## src/rtl/i2s_master_tx.sv

```systemverilog
// ==== i2s_master_tx : 16-bit stereo I2S master transmitter, 64 sclk per frame ==== Rev 1.0
// Optional build macro I2S_TX_MUTE_ON_UNDERRUN_EN: send silence instead of repeating the last sample on underrun.
`default_nettype none
`timescale 1ns/1ps

module i2s_master_tx #(
  parameter int SCLK_DIV = 32
) (
  input  logic        clk,
  input  logic        rst_n,
  input  logic        en,
  input  logic [15:0] lft_in,
  input  logic [15:0] rght_in,
  input  logic        wrt,
  output logic        rdy,
  output logic        I2S_sclk,
  output logic        I2S_ws,
  output logic        I2S_data,
  output logic        frm_strt,
  output logic        underrun
);

  localparam int                 c_HALF    = SCLK_DIV / 2;
  localparam int                 c_DIV_W   = (c_HALF > 1) ? $clog2(c_HALF) : 1;
  localparam logic [c_DIV_W-1:0] c_DIV_TC  = c_DIV_W'(c_HALF - 1);
  localparam logic [c_DIV_W-1:0] c_DIV_ONE = c_DIV_W'(1);
  localparam logic [0:0]         c_ST_IDLE = 1'b0;
  localparam logic [0:0]         c_ST_RUN  = 1'b1;

  logic [0:0]         r_state;
  logic [c_DIV_W-1:0] r_div;
  logic [5:0]         r_k;
  logic [63:0]        r_shift;
  logic [15:0]        r_hold_l;
  logic [15:0]        r_hold_r;
  logic               r_empty;
  logic               r_sclk;
  logic               r_ws;
  logic               r_data;
  logic               r_frm_strt;
  logic               r_underrun;

  logic               w_run;
  logic               w_tc;
  logic               w_fall;
  logic               w_load;
  logic [15:0]        w_src_l;
  logic [15:0]        w_src_r;
  logic [63:0]        w_frame;

  assign w_run  = (r_state == c_ST_RUN) && en;
  assign w_tc   = (r_div == c_DIV_TC);
  assign w_fall = w_run && w_tc && r_sclk;
  assign w_load = w_fall && (r_k == 6'd0);

`ifdef I2S_TX_MUTE_ON_UNDERRUN_EN
  assign w_src_l = r_empty ? 16'h0000 : r_hold_l;
  assign w_src_r = r_empty ? 16'h0000 : r_hold_r;
`else
  // On underrun the holding register still has the previous sample, so it simply repeats.
  assign w_src_l = r_hold_l;
  assign w_src_r = r_hold_r;
`endif

  // One leading pad bit puts each channel MSB one sclk after its ws edge.
  assign w_frame = {1'b0, w_src_l, 16'h0000, w_src_r, 15'h0000};

  always_ff @(posedge clk or negedge rst_n) begin
    if (!rst_n) begin
      r_state    <= c_ST_IDLE;
      r_div      <= '0;
      r_k        <= 6'd0;
      r_shift    <= 64'd0;
      r_sclk     <= 1'b0;
      r_ws       <= 1'b1;
      r_data     <= 1'b0;
      r_frm_strt <= 1'b0;
      r_underrun <= 1'b0;
    end else begin
      r_frm_strt <= w_load;
      r_underrun <= w_load && r_empty;
      if (r_state == c_ST_RUN && !en) begin
        r_state <= c_ST_IDLE;
        r_div   <= '0;
        r_k     <= 6'd0;
        r_shift <= 64'd0;
        r_sclk  <= 1'b0;
        r_ws    <= 1'b1;
        r_data  <= 1'b0;
      end else if (r_state == c_ST_IDLE) begin
        if (en) begin
          r_state <= c_ST_RUN;
        end
      end else begin
        if (w_tc) begin
          r_div  <= '0;
          r_sclk <= ~r_sclk;
        end else begin
          r_div  <= r_div + c_DIV_ONE;
        end
        if (w_fall) begin
          r_k  <= r_k + 6'd1;
          r_ws <= r_k[5];
          if (w_load) begin
            r_data  <= w_frame[63];
            r_shift <= {w_frame[62:0], 1'b0};
          end else begin
            r_data  <= r_shift[63];
            r_shift <= {r_shift[62:0], 1'b0};
          end
        end
      end
    end
  end

  // A frame load frees the slot in the same cycle, so a coincident wrt sees rdy=0 and is dropped.
  always_ff @(posedge clk or negedge rst_n) begin
    if (!rst_n) begin
      r_hold_l <= 16'h0000;
      r_hold_r <= 16'h0000;
      r_empty  <= 1'b1;
    end else if (w_load && !r_empty) begin
      r_empty  <= 1'b1;
    end else if (wrt && r_empty) begin
      r_hold_l <= lft_in;
      r_hold_r <= rght_in;
      r_empty  <= 1'b0;
    end
  end

  assign rdy      = r_empty;
  assign I2S_sclk = r_sclk;
  assign I2S_ws   = r_ws;
  assign I2S_data = r_data;
  assign frm_strt = r_frm_strt;
  assign underrun = r_underrun;

endmodule

`default_nettype wire

```

## config.mk

```make
export PLATFORM = sky130hd
export DESIGN_NAME = i2s_master_tx
export DESIGN_NICKNAME = d
export VERILOG_FILES = /design/src/rtl/i2s_master_tx.sv
export SDC_FILE = /design/constraint.sdc
export NUM_CORES = 1
export LEC_CHECK = 0
export CORE_MARGIN = 10
export CORE_UTILIZATION = 60
export DETAILED_ROUTE_END_ITERATION = 7
export PLACE_DENSITY = 0.94
export SLEW_MARGIN = 40
export SYNTH_ARGS = -nofsm -noshare
export SYNTH_HDL_FRONTEND = slang
export SYNTH_SLANG_ARGS = --single-unit
```

## constraint.sdc

```tcl
create_clock -name clk -period 3.2 [get_ports clk]
set_clock_uncertainty 0.1 [all_clocks]
set_input_delay 0.64 -clock clk [delete_from_list [all_inputs] [get_ports clk]]
set_output_delay 0.64 -clock clk [all_outputs]
set_load 0.01 [all_outputs]
```

==> flow_metrics.env, run 1 <==
export IMPL_yosysSeqAreaShare_pct=53.0
export IMPL_dp_cells=522
export IMPL_final_util_pct=71.3
export IMPL_tns_ps=0
export IMPL_synth_avg_cell_area_um2=11.0
export IMPL_clk_latency_ps=360
export IMPL_routed_wl_um=10800
export IMPL_ant_nets=0
export IMPL_async_flop_share_pct=100
export IMPL_grt_pass1_wl_um=18300
export IMPL_dpl_cell_area_um2=5030
export IMPL_grt_max_degree=64
export IMPL_drt_initial_drc_count=406
export IMPL_critPathKind="reg2out"
export IMPL_slew_viol_final=0
export IMPL_cts_made_buffers=9
export IMPL_hold_viol=0
export IMPL_initial_core_util_pct=62.5
export IMPL_critPathMaxFanout=37
export IMPL_drive_gt1_share_pct=15.7
export IMPL_fin_crit_ps=2560
export IMPL_io_pins=42
export IMPL_fmax_mhz=391
export IMPL_grt_pass1_vias=3717
export IMPL_finalSetupViolCount=0
export IMPL_cp_required_ps=2460
export IMPL_postCtsHoldBufs=0
export IMPL_drc=0
export IMPL_cpPeakStageDelay_ps=790
export IMPL_syn_instance_count=418
export IMPL_ys_warn_count=0
export IMPL_cts_max_path_buffers=2
export IMPL_p_per_area_nw_per_um2=413
export IMPL_htreeDepth=3
export IMPL_path_cells="clkdlybuf4s50_1"
export IMPL_syn_area_um2=4580
export IMPL_critPathBufInv=1
export IMPL_relSlewSlack_pct=49.6
export IMPL_final_nets=473
export IMPL_wl_per_cell_um=20.0
export IMPL_grt_use_total_pct=19.3
export IMPL_cts_tree="built"
export IMPL_grt_antenna_before_repair=0
export IMPL_final_area_um2=5230
export IMPL_gp_congestion=0.800
export IMPL_ctsResizeCount=0
export IMPL_ys_ff_latch=97
export IMPL_syn_nets=457
export IMPL_hpwl_um=6720
export IMPL_status="finished, final reports clean"
export IMPL_post_drt_via_cell_ratio=6.87
export IMPL_max_vdd_ir_drop_mv=0.292
export IMPL_cts_sinks=97
export IMPL_io_buffer_count=41
export IMPL_overflow=0
export IMPL_hold_class="in2async"
export IMPL_endpoint_kind="output pin"
export IMPL_path_delay_family="flip-flops"
export IMPL_firstDrtPassIters=5
export IMPL_start_kind="register"
export IMPL_postCtsSetupBuffers=0
export IMPL_power_leakage_uw=0.00220
export IMPL_die_w_um=107
export IMPL_critical_path_slowest_cell="dfrtp_2"
export IMPL_placementRows=31
export IMPL_antennaDiodeCount=0
export IMPL_period_share_pct=80.0
export IMPL_syn2layout_area_growth_pct=14.1
export IMPL_clk_pin_slew_ps=100
export IMPL_synth_top_flop_cell="dfrtp_1"
export IMPL_yosysUniqueCellTypes=37
export IMPL_die_area_um2=11500
export IMPL_coreArea_um2=7330
export IMPL_chipHeight_um=107
export IMPL_vias=3696
export IMPL_cts_root_buf="clkbuf_8"
export IMPL_cp_data_arrival_time_ps=1820
export IMPL_rsz0062_at_grt="false"
export IMPL_synth_edff_count=0
export IMPL_worstMarginPinSlew_ps=755
export IMPL_layout_cells_non_filler=538
export IMPL_drv_cap=0
## Yosys cell counts (2+ instances only)
cell type | instances | share of area, %
buf_1 | 5 | 0.41
nor3_1 | 32 | 3.5
buf_6 | 4 | 0.98
inv_1 | 6 | 0.49
mux2i_1 | 5 | 1.1
a221o_1 | 31 | 6.8
a32o_1 | 19 | 4.1
a21oi_1 | 3 | 0.33
dfstp_2 | 2 | 1.1
nor4_1 | 32 | 4.4
nand2b_1 | 7 | 0.96
nand3_1 | 2 | 0.22
o21ai_0 | 2 | 0.22
buf_2 | 2 | 0.22
nor2_1 | 4 | 0.33
ha_1 | 3 | 0.82
nand4_1 | 34 | 4.6
mux2_2 | 33 | 8.1
dfrtp_1 | 95 | 52
and3_1 | 3 | 0.41
nand2_1 | 40 | 3.3
clkbuf_1 | 39 | 3.2
## cell usage in the layout, fill, tap and decap left out, drive strengths merged, types with 2 or more instances in the layout
cell,instances
a21oi,3
nor4,32
nand2,40
a32o,19
and2,2
nor2,4
mux2i,5
nand2b,7
inv,7
nand4,34
a221o,31
clkdlybuf4s50,40
clkbuf,10
dfstp,2
buf,15
mux2,33
nor3,32
ha,3
o21ai,3
clkinv,4
and3,3
dfrtp,95
nand3,2
## logic make-up after synthesis
| logic type | after synthesis | synth area share [%] |
|---|---|---|
| DFF | 97 | 53.0 |
| adders and majority gates | 3 | 0.819 |
| muxes | 38 | 9.20 |
| buffers and inverters | 56 | 5.29 |
| and+or+nand+nor | 160 | 18.6 |
| AOI/OAI and AO/OA | 64 | 13.0 |
## routing by layer
metal	routed length, um	vias to the layer above	global-route usage (%)
met5	0	-	0
met4	221	0	7.54
met3	736	28	4.31
met2	5550	188	32.6
met1	4250	1835	23.4
li1	-	1645	-
## registers in the layout, summed over array words and instances, names as in the netlist
name,count
r_shift,48
I2S_sclk,1
I2S_data,1
frm_strt,1
underrun,1
rdy,1
r_hold_r,16
r_div,4
r_hold_l,16
r_k,6
r_state,1
I2S_ws,1
## path summary, 6_finish.rpt
check / from / end / slack (ps) / depth (start not counted)
max in group asynchronous: rst_n / r_shift[63] / 2250 / 2
worst max register to register: r_div[0] / r_shift[59] / 650 / 5
worst max-delay path: I2S_sclk / I2S_sclk / 640 / 1
worst min register to register: r_shift[43] / r_shift[43] / 410 / 1
min in group clk: r_shift[43] / r_shift[43] / 410 / 1
worst min-delay path: rst_n / r_hold_l[14] / 140 / 1
## through the flow
step / total power [uW] / setup slack [ps] / hold slack (ps)
floorplan: 1300 / 1050 / 244
global placement: 1380 / 682 / 373
detailed placement: 1390 / 583 / 381
CTS: 2170 / 631 / 281
global route: 2240 / 571 / 184
finish: 2160 / 641 / 144
## worst register-to-register path, stage by stage (launching register included)
cell,delay [ps]
dfrtp_1,390
ha_1,280
nand3_2,620
buf_4,460
nor4_1,440
a221o_1,190
## area by class of cell
type	count	area, um^2
clock buffers	10	128
clock inverters	6	66.3
multi-input cells	265	1930
inverters	6	22.5
flip-flops and latches	97	2430
repair buffers	55	529
well taps	99	124
fillers	480	2100
## power by group
group	internal (uW)	switching, uW
Clock	365	432
Sequential	1230	6.73
Combinational	54.2	73.3
Total	1650	512
Power figures use the tool's default switching activity.
==> inputs of run 2 (changes only) <==
--- a/config.mk
+++ b/config.mk
@@ -6,9 +6,9 @@
 export NUM_CORES = 1
 export LEC_CHECK = 0
 export CORE_MARGIN = 10
-export CORE_UTILIZATION = 60
+export CORE_UTILIZATION = 57
 export DETAILED_ROUTE_END_ITERATION = 7
-export PLACE_DENSITY = 0.94
+export PLACE_DENSITY = 0.9
 export SLEW_MARGIN = 40
 export SYNTH_ARGS = -nofsm -noshare
 export SYNTH_HDL_FRONTEND = slang
==> constraint.sdc (replaced) <==
create_clock -name clk -period 2.6 [get_ports clk]
set_clock_uncertainty 0.1 [all_clocks]
set_input_delay 0.52 -clock clk [delete_from_list [all_inputs] [get_ports clk]]
set_output_delay 0.52 -clock clk [all_outputs]
set_load 0.01 [all_outputs]
==> run 2 against run 1 <==
Via count fell by 2.2%. First-iteration DRC count shrank 7.1%. Wire length is 6.9% lower. Combinational power rose by 23%. Worst hold slack got worse by 110 ps. Utilization shrank 3.0 points. Sequential power rose by 23%.
==> flow_metrics.env, run 2 (synthesized netlist as in run 1, its figures left out) <==
export IMPL_antennaDiodeCount=0
export IMPL_clk_latency_ps=370
export IMPL_p_per_area_nw_per_um2=542
export IMPL_worstMarginPinSlew_ps=705
export IMPL_hold_viol=0
export IMPL_die_area_um2=12000
export IMPL_postCtsSetupBuffers=0
export IMPL_gp_congestion=0.835
export IMPL_tns_ps=0
export IMPL_wl_per_cell_um=18.5
export IMPL_final_common_cell="dfrtp_1"
export IMPL_path_delay_family="simple AND/OR/NAND/NOR gates"
export IMPL_cts_made_buffers=9
export IMPL_grt_max_degree=65
export IMPL_status="finished, final reports clean"
export IMPL_fin_crit_ps=2250
export IMPL_cpPeakStageDelay_ps=460
export IMPL_placementRows=32
export IMPL_final_area_um2=5300
export IMPL_cp_required_ps=2750
export IMPL_period_share_pct=86.7
export IMPL_regMostFlops="r_shift"
export IMPL_hpwl_um=5950
export IMPL_chipHeight_um=110
export IMPL_cts_tree="built"
export IMPL_relSlewSlack_pct=53.0
export IMPL_multi_input_area_um2=1930
export IMPL_grt_pass1_vias=3503
export IMPL_clk_pin_slew_ps=100
export IMPL_ctsResizeCount=0
export IMPL_fmax_mhz=444
export IMPL_pre_cts_slack_ps=202
export IMPL_cts_root_buf="clkbuf_8"
export IMPL_critical_path_slowest_cell="or4b_1"
export IMPL_seqCellArea_um2=2430
export IMPL_finalSetupViolCount=0
export IMPL_dpl_cell_area_um2=5050
export IMPL_drive_gt1_share_pct=15.8
export IMPL_htreeDepth=3
export IMPL_critPathBufInv=2
export IMPL_io_buffer_count=41
export IMPL_start_kind="register"
export IMPL_io_pins=42
export IMPL_slew_viol_final=0
export IMPL_post_drt_via_cell_ratio=6.69
export IMPL_worst_slack_ps=346
export IMPL_endpoint_kind="register"
export IMPL_initial_core_util_pct=59.0
export IMPL_rsz0062_at_grt="false"
export IMPL_grt_pass1_wl_um=16800
export IMPL_vias=3614
export IMPL_fill_cells=571
export IMPL_cts_max_path_buffers=2
export IMPL_coreArea_um2=7770
export IMPL_drc=0
export IMPL_path_cells="inv_1 -> ha_1 -> or4b_1 -> or2_1 -> buf_4 -> a221o_1"
export IMPL_reg_top3="r_shift (48), r_hold_l (16), r_hold_r (16)"
export IMPL_grt_use_total_pct=17.2
export IMPL_grt_antenna_before_repair=0
export IMPL_die_w_um=110
export IMPL_overflow=0
export IMPL_rr_worst_depth=6
export IMPL_power_leakage_uw=0.00222
export IMPL_cts_sinks=97
export IMPL_critPathMaxFanout=50
export IMPL_critPathKind="reg2reg"
export IMPL_hold_class="in2async"
export IMPL_max_vdd_ir_drop_mv=0.386
export IMPL_largest_reg_flops=48
export IMPL_syn2layout_area_growth_pct=15.7
export IMPL_ant_nets=0
export IMPL_drv_cap=0
export IMPL_cp_data_arrival_time_ps=2400
export IMPL_path_depth=6
export IMPL_drt_initial_drc_count=377
export IMPL_routed_wl_um=10000
export IMPL_total_power_uw=2880
export IMPL_postCtsHoldBufs=0
export IMPL_firstDrtPassIters=5
export IMPL_final_util_pct=68.3
export IMPL_layout_common_cells="dfrtp_1 (94), nand2_1 (40), clkdlybuf4s50_1 (40), nand4_1 (34), mux2_2 (33)"
export IMPL_final_nets=472
## run 2: changes by cell type in the layout (fill, tap and decap cells not counted)
cell        previous run  this run
buf_12                 1         3
buf_4                 13        11
bufinv_16              1         3
clkinv_2               2         0
clkinv_4               2         0
clkinvlp_4             0         2
buf_6                  1         0
clkbuf_1               1         0
clkbuf_8               9        10
## run 2: metal layers
metal | routed length (um) | share of wire, % | vias to the layer above | track usage (%)
met3 | 482 | 4.8 | 16 | 3.28
met2 | 5080 | 51 | 152 | 27.5
met5 | 0 | 0 | - | 0
li1 | - | - | 1641 | -
met1 | 4250 | 43 | 1805 | 22.3
met4 | 195 | 1.9 | 0 | 8.09
## run 2: final cells by class
type | count | share of cell area [%]
inverters | 6 | 0.425
clock inverters | 6 | 2.15
clock buffers | 10 | 2.59
well taps | 102 | 2.41
repair buffers | 54 | 10.2
multi-input cells | 265 | 36.4
flip-flops and latches | 97 | 45.8
## run 2: stage by stage
step | std cells | hold slack [ps]
floorplan | 418 | 124
global placement | 524 | 374
detailed placement | 524 | 381
CTS | 540 | 49.2
global route | 540 | 58.7
finish | 540 | 34.3
## run 2: final timing paths
kind	from	to	slack, ps
max	r_k[0]	r_shift[61]	350
min	rst_n	r_hold_l[3]	30
max reg2reg	r_k[0]	r_shift[61]	350
min reg2reg	I2S_ws	I2S_ws	400
max in group asynchronous	rst_n	r_shift[38]	1690
min in group clk	I2S_ws	I2S_ws	400
## run 2: where the power goes
part | leakage, uW | switching, uW | total (uW) | internal, uW
logic | 0.000760 | 89.4 | 158 | 68.3
clock network | 0.000119 | 529 | 1200 | 668
registers | 0.00134 | 8.40 | 1520 | 1510
## run 2: worst register-to-register path, stage by stage (launching register included)
cell     delay [ps]
dfrtp_1         430
inv_1           100
ha_1            140
or4b_1          460
or2_1           220
buf_4           280
a221o_1         420
